**src/rtl/spi_receptor.sv**
```systemverilog
// -----------------------------------------------------------------------------
// spi_receptor
//
// SPI slave on the system clock. The master's SCK, CS and MOSI are
// oversampled on CLK and edge-detected. The block shifts in a WIDTH-bit word
// from MOSI and shifts out a WIDTH-bit word on MISO, MSB first, in any of the
// four CKP/CPH modes. Each complete received word is presented on o_rx_data
// with a one-cycle o_rx_valid strobe. If CS rises before the frame is
// complete, o_frame_err pulses for one cycle.
//
// Build option:
//   SPI_RX_SYNC_EN  defined   : SCK, CS and MOSI each pass through a 2-FF
//                               synchronizer before edge detection, which
//                               adds 2 CLK to every latency. SCK levels must
//                               then be held for at least 2 CLK.
//                   undefined : SCK, CS and MOSI are used directly and must be
//                               synchronous to CLK.
//
// Ports:
//   CLK          in   system clock, rising edge
//   RESET        in   synchronous reset, active low
//   i_sck        in   serial clock from master (each level held >= 1 CLK)
//   i_cs         in   chip select, active low
//   i_mosi       in   serial data from master, MSB first
//   i_ckp        in   clock polarity (idle level of SCK)
//   i_cph        in   clock phase (0: sample on leading edge, 1: trailing)
//   i_tx_data    in   word returned to the master, latched at CS fall
//   o_miso       out  serial data to master, MSB first
//   o_rx_data    out  last complete received word
//   o_rx_valid   out  one-cycle pulse when o_rx_data updates
//   o_frame_err  out  one-cycle pulse when CS rises mid-frame
//   o_busy       out  high while a frame is in progress or CS is still low
//
// state   | meaning
// --------+-------------------------------------------------------------------
// IDLE    | CS high; MISO driven 0; waiting for CS to fall
// ACTIVE  | frame in progress; sampling MOSI and shifting MISO on SCK edges
// WAIT_CS | word complete; further SCK edges ignored until CS rises
// -----------------------------------------------------------------------------
module spi_receptor #(
   parameter int WIDTH = 16
) (
   input  logic             CLK,
   input  logic             RESET,
   input  logic             i_sck,
   input  logic             i_cs,
   input  logic             i_mosi,
   input  logic             i_ckp,
   input  logic             i_cph,
   input  logic [WIDTH-1:0] i_tx_data,
   output logic             o_miso,
   output logic [WIDTH-1:0] o_rx_data,
   output logic             o_rx_valid,
   output logic             o_frame_err,
   output logic             o_busy
);

   localparam int CW = $clog2(WIDTH) + 1;

   typedef enum logic [1:0] {
      IDLE    = 2'd0,
      ACTIVE  = 2'd1,
      WAIT_CS = 2'd2
   } state_t;

   state_t r_state;
   state_t w_state_next;

   logic w_sck;
   logic w_cs;
   logic w_mosi;

   // -------------------------------------------------------------------------
   // Input conditioning
   // -------------------------------------------------------------------------
`ifdef SPI_RX_SYNC_EN
   logic [1:0] r_sck_sync;
   logic [1:0] r_cs_sync;
   logic [1:0] r_mosi_sync;

   // SCK stages reset to the idle polarity so releasing reset never looks
   // like an SCK edge; CS stages reset to the deasserted level.
   always_ff @(posedge CLK) begin
      if (!RESET) begin
         r_sck_sync  <= {2{i_ckp}};
         r_cs_sync   <= 2'b11;
         r_mosi_sync <= 2'b00;
      end else begin
         r_sck_sync  <= {r_sck_sync[0], i_sck};
         r_cs_sync   <= {r_cs_sync[0], i_cs};
         r_mosi_sync <= {r_mosi_sync[0], i_mosi};
      end
   end

   assign w_sck  = r_sck_sync[1];
   assign w_cs   = r_cs_sync[1];
   assign w_mosi = r_mosi_sync[1];
`else
   assign w_sck  = i_sck;
   assign w_cs   = i_cs;
   assign w_mosi = i_mosi;
`endif

   // -------------------------------------------------------------------------
   // Edge detection
   // -------------------------------------------------------------------------
   logic r_sck_d;
   logic r_cs_d;

   always_ff @(posedge CLK) begin
      if (!RESET) begin
         r_sck_d <= i_ckp;
         r_cs_d  <= 1'b1;
      end else begin
         r_sck_d <= w_sck;
         r_cs_d  <= w_cs;
      end
   end

   logic w_sck_rise;
   logic w_sck_fall;
   logic w_cs_rise;
   logic w_cs_fall;

   assign w_sck_rise =  w_sck & ~r_sck_d;
   assign w_sck_fall = ~w_sck &  r_sck_d;
   assign w_cs_rise  =  w_cs  & ~r_cs_d;
   assign w_cs_fall  = ~w_cs  &  r_cs_d;

   // -------------------------------------------------------------------------
   // Mode decode (uses the mode latched at the start of the frame)
   // -------------------------------------------------------------------------
   logic r_ckp;
   logic r_cph;
   logic w_lead;
   logic w_trail;
   logic w_sample_edge;
   logic w_shift_edge;

   assign w_lead        = r_ckp ? w_sck_fall : w_sck_rise;
   assign w_trail       = r_ckp ? w_sck_rise : w_sck_fall;
   assign w_sample_edge = r_cph ? w_trail : w_lead;
   assign w_shift_edge  = r_cph ? w_lead  : w_trail;

   // -------------------------------------------------------------------------
   // Datapath registers
   // -------------------------------------------------------------------------
   logic [WIDTH-1:0] r_tx_shift;
   // Only the first WIDTH-1 bits need storing; the last bit is taken straight
   // from MOSI when the word completes.
   logic [WIDTH-2:0] r_rx_shift;
   logic [CW-1:0]    r_bit_cnt;
   logic             r_first;
   logic [WIDTH-1:0] r_rx_data;
   logic             r_rx_valid;
   logic             r_frame_err;

   logic [WIDTH-1:0] w_rx_next;
   assign w_rx_next = {r_rx_shift, w_mosi};

   // -------------------------------------------------------------------------
   // FSM: state register
   // -------------------------------------------------------------------------
   always_ff @(posedge CLK) begin
      if (!RESET) begin
         r_state <= IDLE;
      end else begin
         r_state <= w_state_next;
      end
   end

   // -------------------------------------------------------------------------
   // FSM: next state and datapath controls
   // -------------------------------------------------------------------------
   logic w_load;
   logic w_do_sample;
   logic w_do_shift;
   logic w_clr_first;
   logic w_done;
   logic w_err;

   always_comb begin
      w_state_next = r_state;
      w_load       = 1'b0;
      w_do_sample  = 1'b0;
      w_do_shift   = 1'b0;
      w_clr_first  = 1'b0;
      w_done       = 1'b0;
      w_err        = 1'b0;

      case (r_state)
         IDLE: begin
            if (w_cs_fall) begin
               w_load       = 1'b1;
               w_state_next = ACTIVE;
            end
         end

         ACTIVE: begin
            w_do_sample = w_sample_edge;

            // In CPH=1 the MSB is already on MISO when CS falls, so the very
            // first leading edge must leave it in place for the master.
            if (w_shift_edge) begin
               if (r_cph && r_first) begin
                  w_clr_first = 1'b1;
               end else begin
                  w_do_shift = 1'b1;
               end
            end

            // A final sample coinciding with CS rise still completes the
            // word; CS is already high, so return straight to IDLE.
            if (w_sample_edge && (r_bit_cnt == CW'(WIDTH - 1))) begin
               w_done       = 1'b1;
               w_state_next = w_cs_rise ? IDLE : WAIT_CS;
            end else if (w_cs_rise) begin
               w_err        = 1'b1;
               w_state_next = IDLE;
            end
         end

         WAIT_CS: begin
            if (w_cs_rise) begin
               w_state_next = IDLE;
            end
         end

         default: begin
            w_state_next = IDLE;
         end
      endcase
   end

   // -------------------------------------------------------------------------
   // Datapath
   // -------------------------------------------------------------------------
   always_ff @(posedge CLK) begin
      if (!RESET) begin
         r_tx_shift  <= '0;
         r_rx_shift  <= '0;
         r_bit_cnt   <= '0;
         r_first     <= 1'b0;
         r_ckp       <= 1'b0;
         r_cph       <= 1'b0;
         r_rx_data   <= '0;
         r_rx_valid  <= 1'b0;
         r_frame_err <= 1'b0;
      end else begin
         r_rx_valid  <= w_done;
         r_frame_err <= w_err;

         if (w_load) begin
            r_tx_shift <= i_tx_data;
            r_rx_shift <= '0;
            r_bit_cnt  <= '0;
            r_first    <= 1'b1;
            r_ckp      <= i_ckp;
            r_cph      <= i_cph;
         end else begin
            if (w_do_sample) begin
               r_rx_shift <= w_rx_next[WIDTH-2:0];
               r_bit_cnt  <= r_bit_cnt + CW'(1);
            end
            if (w_do_shift) begin
               r_tx_shift <= {r_tx_shift[WIDTH-2:0], 1'b0};
            end
            if (w_clr_first) begin
               r_first <= 1'b0;
            end
         end

         if (w_done) begin
            r_rx_data <= w_rx_next;
         end
      end
   end

   // -------------------------------------------------------------------------
   // Outputs
   // -------------------------------------------------------------------------
   assign o_miso      = (r_state == ACTIVE) & r_tx_shift[WIDTH-1];
   assign o_busy      = (r_state != IDLE);
   assign o_rx_data   = r_rx_data;
   assign o_rx_valid  = r_rx_valid;
   assign o_frame_err = r_frame_err;

endmodule

```
**config.mk**
```make
export PLATFORM = sky130hd
export DESIGN_NAME = spi_receptor
export DESIGN_NICKNAME = d
export VERILOG_FILES = /design/src/rtl/spi_receptor.sv
export SDC_FILE = /design/constraint.sdc
export NUM_CORES = 1
export LEC_CHECK = 0
export BUFFER_PORTS_ARGS = -buffer_cell sky130_fd_sc_hd__buf_2
export CORE_MARGIN = 2
export CORE_UTILIZATION = 58
export CTS_BUF_LIST = sky130_fd_sc_hd__clkbuf_8
export DETAILED_ROUTE_END_ITERATION = 8
export PLACE_DENSITY_LB_ADDON = 0.1
export SYNTH_ARGS = -nofsm -noshare
export SYNTH_HDL_FRONTEND = slang
export SYNTH_SLANG_ARGS = --single-unit
```
**constraint.sdc**
```tcl
create_clock -name CLK -period 2.4 [get_ports CLK]
set_clock_uncertainty 0.05 [all_clocks]
set_input_delay 0.72 -clock CLK [delete_from_list [all_inputs] [get_ports CLK]]
set_output_delay 0.72 -clock CLK [all_outputs]
set_load 0.05 [all_outputs]
```
==> summary.txt <==
Synthesis
  • Ys Warns: 0
  • Post-synth EDFFs: 0
  • Synth unique cells: 38
  • Register area share after synthesis: 0.469
  • Mapped cell area: 0.00260 mm2
  • Most common flop cell mapped by yosys: dfxtp_1
  • Cell count after synthesis: 297
  • Post-synthesis async set-or-reset flop share: 0
  • Net Count, Synth: 322
  • Avg Cell Area, Syn: 8.76 um2
  • #FFs+latches synth: 61

Timing
  • TNS Setup: 0 ns
  • Final Cycle Share: 0.883
  • Crit path time final: 2.12 ns
  • Hold Vio Cnt, Final: 0
  • Final Max Slew Viols: 0
  • Actual slew at the worst max-slew pin: 1.03 ns
  • Fmax: 472 MHz
  • PnR worst setup slack: 0.281 ns
  • RSZ-0062 raised after global routing: no
  • Worst slew margin: 0.293
  • Hold slack: 0.401 ns
  • Final Setup Violations: 0

Power
  • Power Density: 692 mW/mm2
  • Overall power: 0.00211 W
  • Int Power: 0.00161 W
  • Switching fraction of total power: 0.236
  • Seq pwr share: 0.508
  • Clock network power share: 0.406
  • Comb power frac: 0.086
  • Peak supply drop: 0.427 mV
  • Leak: 1.15 nW
  • Sw Pwr: 0.000496 W

Clock tree
  • Root buffer cell: clkbuf_8
  • Clock H-tree levels: 3
  • Total CTS buffers: 9
  • CTS Sinks: 61
  • CTS max path bufs: 2
  • Clock-pin slew on the worst setup and hold paths: 0.07 ns
  • Setup Fix Bufs, Post-CTS: 0
  • Post-CTS sizing: 0
  • Clock Latency Late Sink: 0.33 ns
  • Hold_buf cts: 0
  • TritonCTS clock tree: built

Global route
  • GRT busiest layer: met2
  • GRT overflow: 0
  • Met2 Use GR: 0.331
  • Tot GR Track Use: 0.219
  • Largest net degree at the start of global routing: 37
  • Met1 global-route usage: 0.299
  • First-pass GRT wire length: 8.85 mm
  • Number of global-route vias before repair: 1976
  • Initial antenna violation count: 0
  • Met3 layer usage reported by global route: 0.0470

Critical path
  • Setup slack, reg-to-reg: 0.28 ns
  • Startpoint types: register
  • Crit Path Max Fanout: 17
  • CP required: 2.60 ns
  • CP max-delay cell: dfxtp_1
  • R2r startpoint: r_bit_cnt[0]
  • Cell family with most CP delay: multiplexers
  • Buf/Inv on CP: 1
  • Crit path arrival time: 2.32 ns
  • Depth of the worst register-to-register path: 8
  • Most Frequent Cell on Critical Path: ha_1
  • Endpoint type of the worst setup path: register
  • CP max stage delay: 0.38 ns
  • Setup CP Type: reg2reg
  • Critical R2R Capture: o_rx_data[15]
  • Critical path, cell by cell: ha_1 -> and3_1 -> ha_1 -> nand3b_1 -> mux2_4 -> nor3b_4 -> buf_12 -> mux2i_1

Drt
  • Residual DRC: 0
  • Initial DRC count: 96
  • Post-DR wirelength/cell: 13.1 um
  • Vias/cell: 5.55
  • Via Count: 2182
  • Detail Route Antenna Nets: 0
  • Overall routed net length: 5.16 mm
  • Pre-Repair DR Iteration Count: 4

Floorplan
  • DIE AREA: 0.00504 mm2
  • Die outline width: 71.0 um
  • Chip Height: 71.0 um
  • Core ar.: 0.00432 mm2
  • Initial Utilization: 0.602
  • Boundary pin count: 43
  • Row cnt: 24

Cells and area
  • Layout area overhead: 17.0%
  • Antenna diodes: 0
  • # nets final: 363
  • Layout cell share with drive strength beyond 1: 0.211
  • Finished Layout Cells: 393

Hold path
  • Min-Delay Path Class: reg2reg
  • Hold_sp: o_rx_data[12]
  • Worst hold path endpoint: o_rx_data[12]
  • Min-Delay Path Depth: 2

Job
  • Total of max-cap violations: 0

Placement
  • Gp weighted congestion: 0.739
  • DP Wirelength: 3.41 mm
  • Dpl ws: 0.0813 ns
  • DP Cell Count: 379
  • IO buf count: 42

Run status
  • Status: complete, no violations
cell usage after synthesis, drive strengths merged (2+ instances only):
cell / instances / area (um2)
nand3: 17 / 85.1
dfxtp: 61 / 1220
a31oi: 16 / 100
nor2: 6 / 22.5
nor3b: 3 / 27.5
buf: 7 / 67.6
ha: 2 / 25.0
xnor2: 2 / 36.3
or3: 2 / 12.5
nand2: 67 / 251
a21oi: 18 / 90.1
clkbuf: 16 / 60.1
mux2i: 22 / 245
o21ai: 32 / 160
nand2b: 3 / 18.8
mux2: 2 / 26.3
nand3b: 3 / 22.5
nor4bb: 2 / 20.0
inv: 4 / 15.0
worst register-to-register path: stages, from the launching register on:
cell and delay, ns:
dfxtp_1 0.38, ha_1 0.18, and3_1 0.17, ha_1 0.19
nand3b_1 0.08, mux2_4 0.31, nor3b_4 0.25, buf_12 0.21
mux2i_1 0.23
sequential cells by signal, summed over array words and instances, names as in the netlist:
register	flops
o_rx_data	16
r_tx_shift	16
r_rx_shift	15
r_bit_cnt	5
r_state	2
o_frame_err	1
o_rx_valid	1
r_ckp	1
r_cph	1
r_cs_d	1
r_first	1
r_sck_d	1
area by class of cell:
cell class	instances	area [um2]
Clock buffer	10	138
Clock inverter	4	42.5
Fill cell	344	1280
Inverter	4	15.0
Multi-Input combinational cell	209	1240
Sequential cell	61	1220
Tap cell	52	65.1
Timing Repair Buffer	53	318
logic make-up after synthesis:
group,after synthesis,share of synthesized area
adders and majority gates,2,0.00962
buffers and inverters,27,0.0548
and+or+nand+nor,111,0.201
muxes,24,0.104
xor gates and xnor gates,2,0.0140
AOI/OAI and AO/OA,70,0.147
DFF,61,0.469
layout by cell type, fill, tap and decap left out, types with 2 or more instances in the layout:
master    count
mux2i_4       2
a31oi_1      16
nand3_1      17
buf_12        2
nand2b_1      3
nand2_1      67
a21oi_1      18
nor2_1        6
or3_1         2
ha_1          2
o21ai_0      32
inv_1         6
mux2i_1      20
nor3b_1       2
clkbuf_8     10
buf_2        42
nor4bb_1      2
buf_4         9
nand3b_1      3
dfxtp_1      61
power by group through the flow:
| stage | clock network, W | registers (W) | logic [W] |
|---|---|---|---|
| floorplan | 0 | 0.00108 | 0.000130 |
| global placement | 0 | 0.00109 | 0.000177 |
| detailed placement | 0 | 0.00109 | 0.000180 |
| CTS | 0.000874 | 0.00107 | 0.000180 |
| global route | 0.000902 | 0.00107 | 0.000201 |
| finish | 0.000856 | 0.00107 | 0.000180 |
per-stage QoR:
stage | util | area, um2
after global placement | 0.662 | 2860
after floorplan | - | 2600
after global routing | 0.704 | 3040
final | 0.704 | 3040
after detailed placement | 0.662 | 2860
after CTS | 0.704 | 3040
routing by layer:
layer	up-vias	wire, um
li1	1106	-
met1	1012	2520
met2	54	2320
met3	10	223
met4	0	89
met5	-	0
worst max path at each step:
stage,depth (start not counted),from,slack (ns),endpoint
after floorplan,5,i_sck,0.35,r_tx_shift[10]
after global placement,5,i_sck,0.14,r_tx_shift[11]
after detailed placement,5,i_sck,0.08,r_tx_shift[13]
after CTS,8,r_bit_cnt[0],0.27,o_rx_data[15]
after global routing,8,r_bit_cnt[0],0.13,o_rx_data[13]
final,8,r_bit_cnt[0],0.28,o_rx_data[15]
No activity file was read; power rests on OpenSTA's default activity.
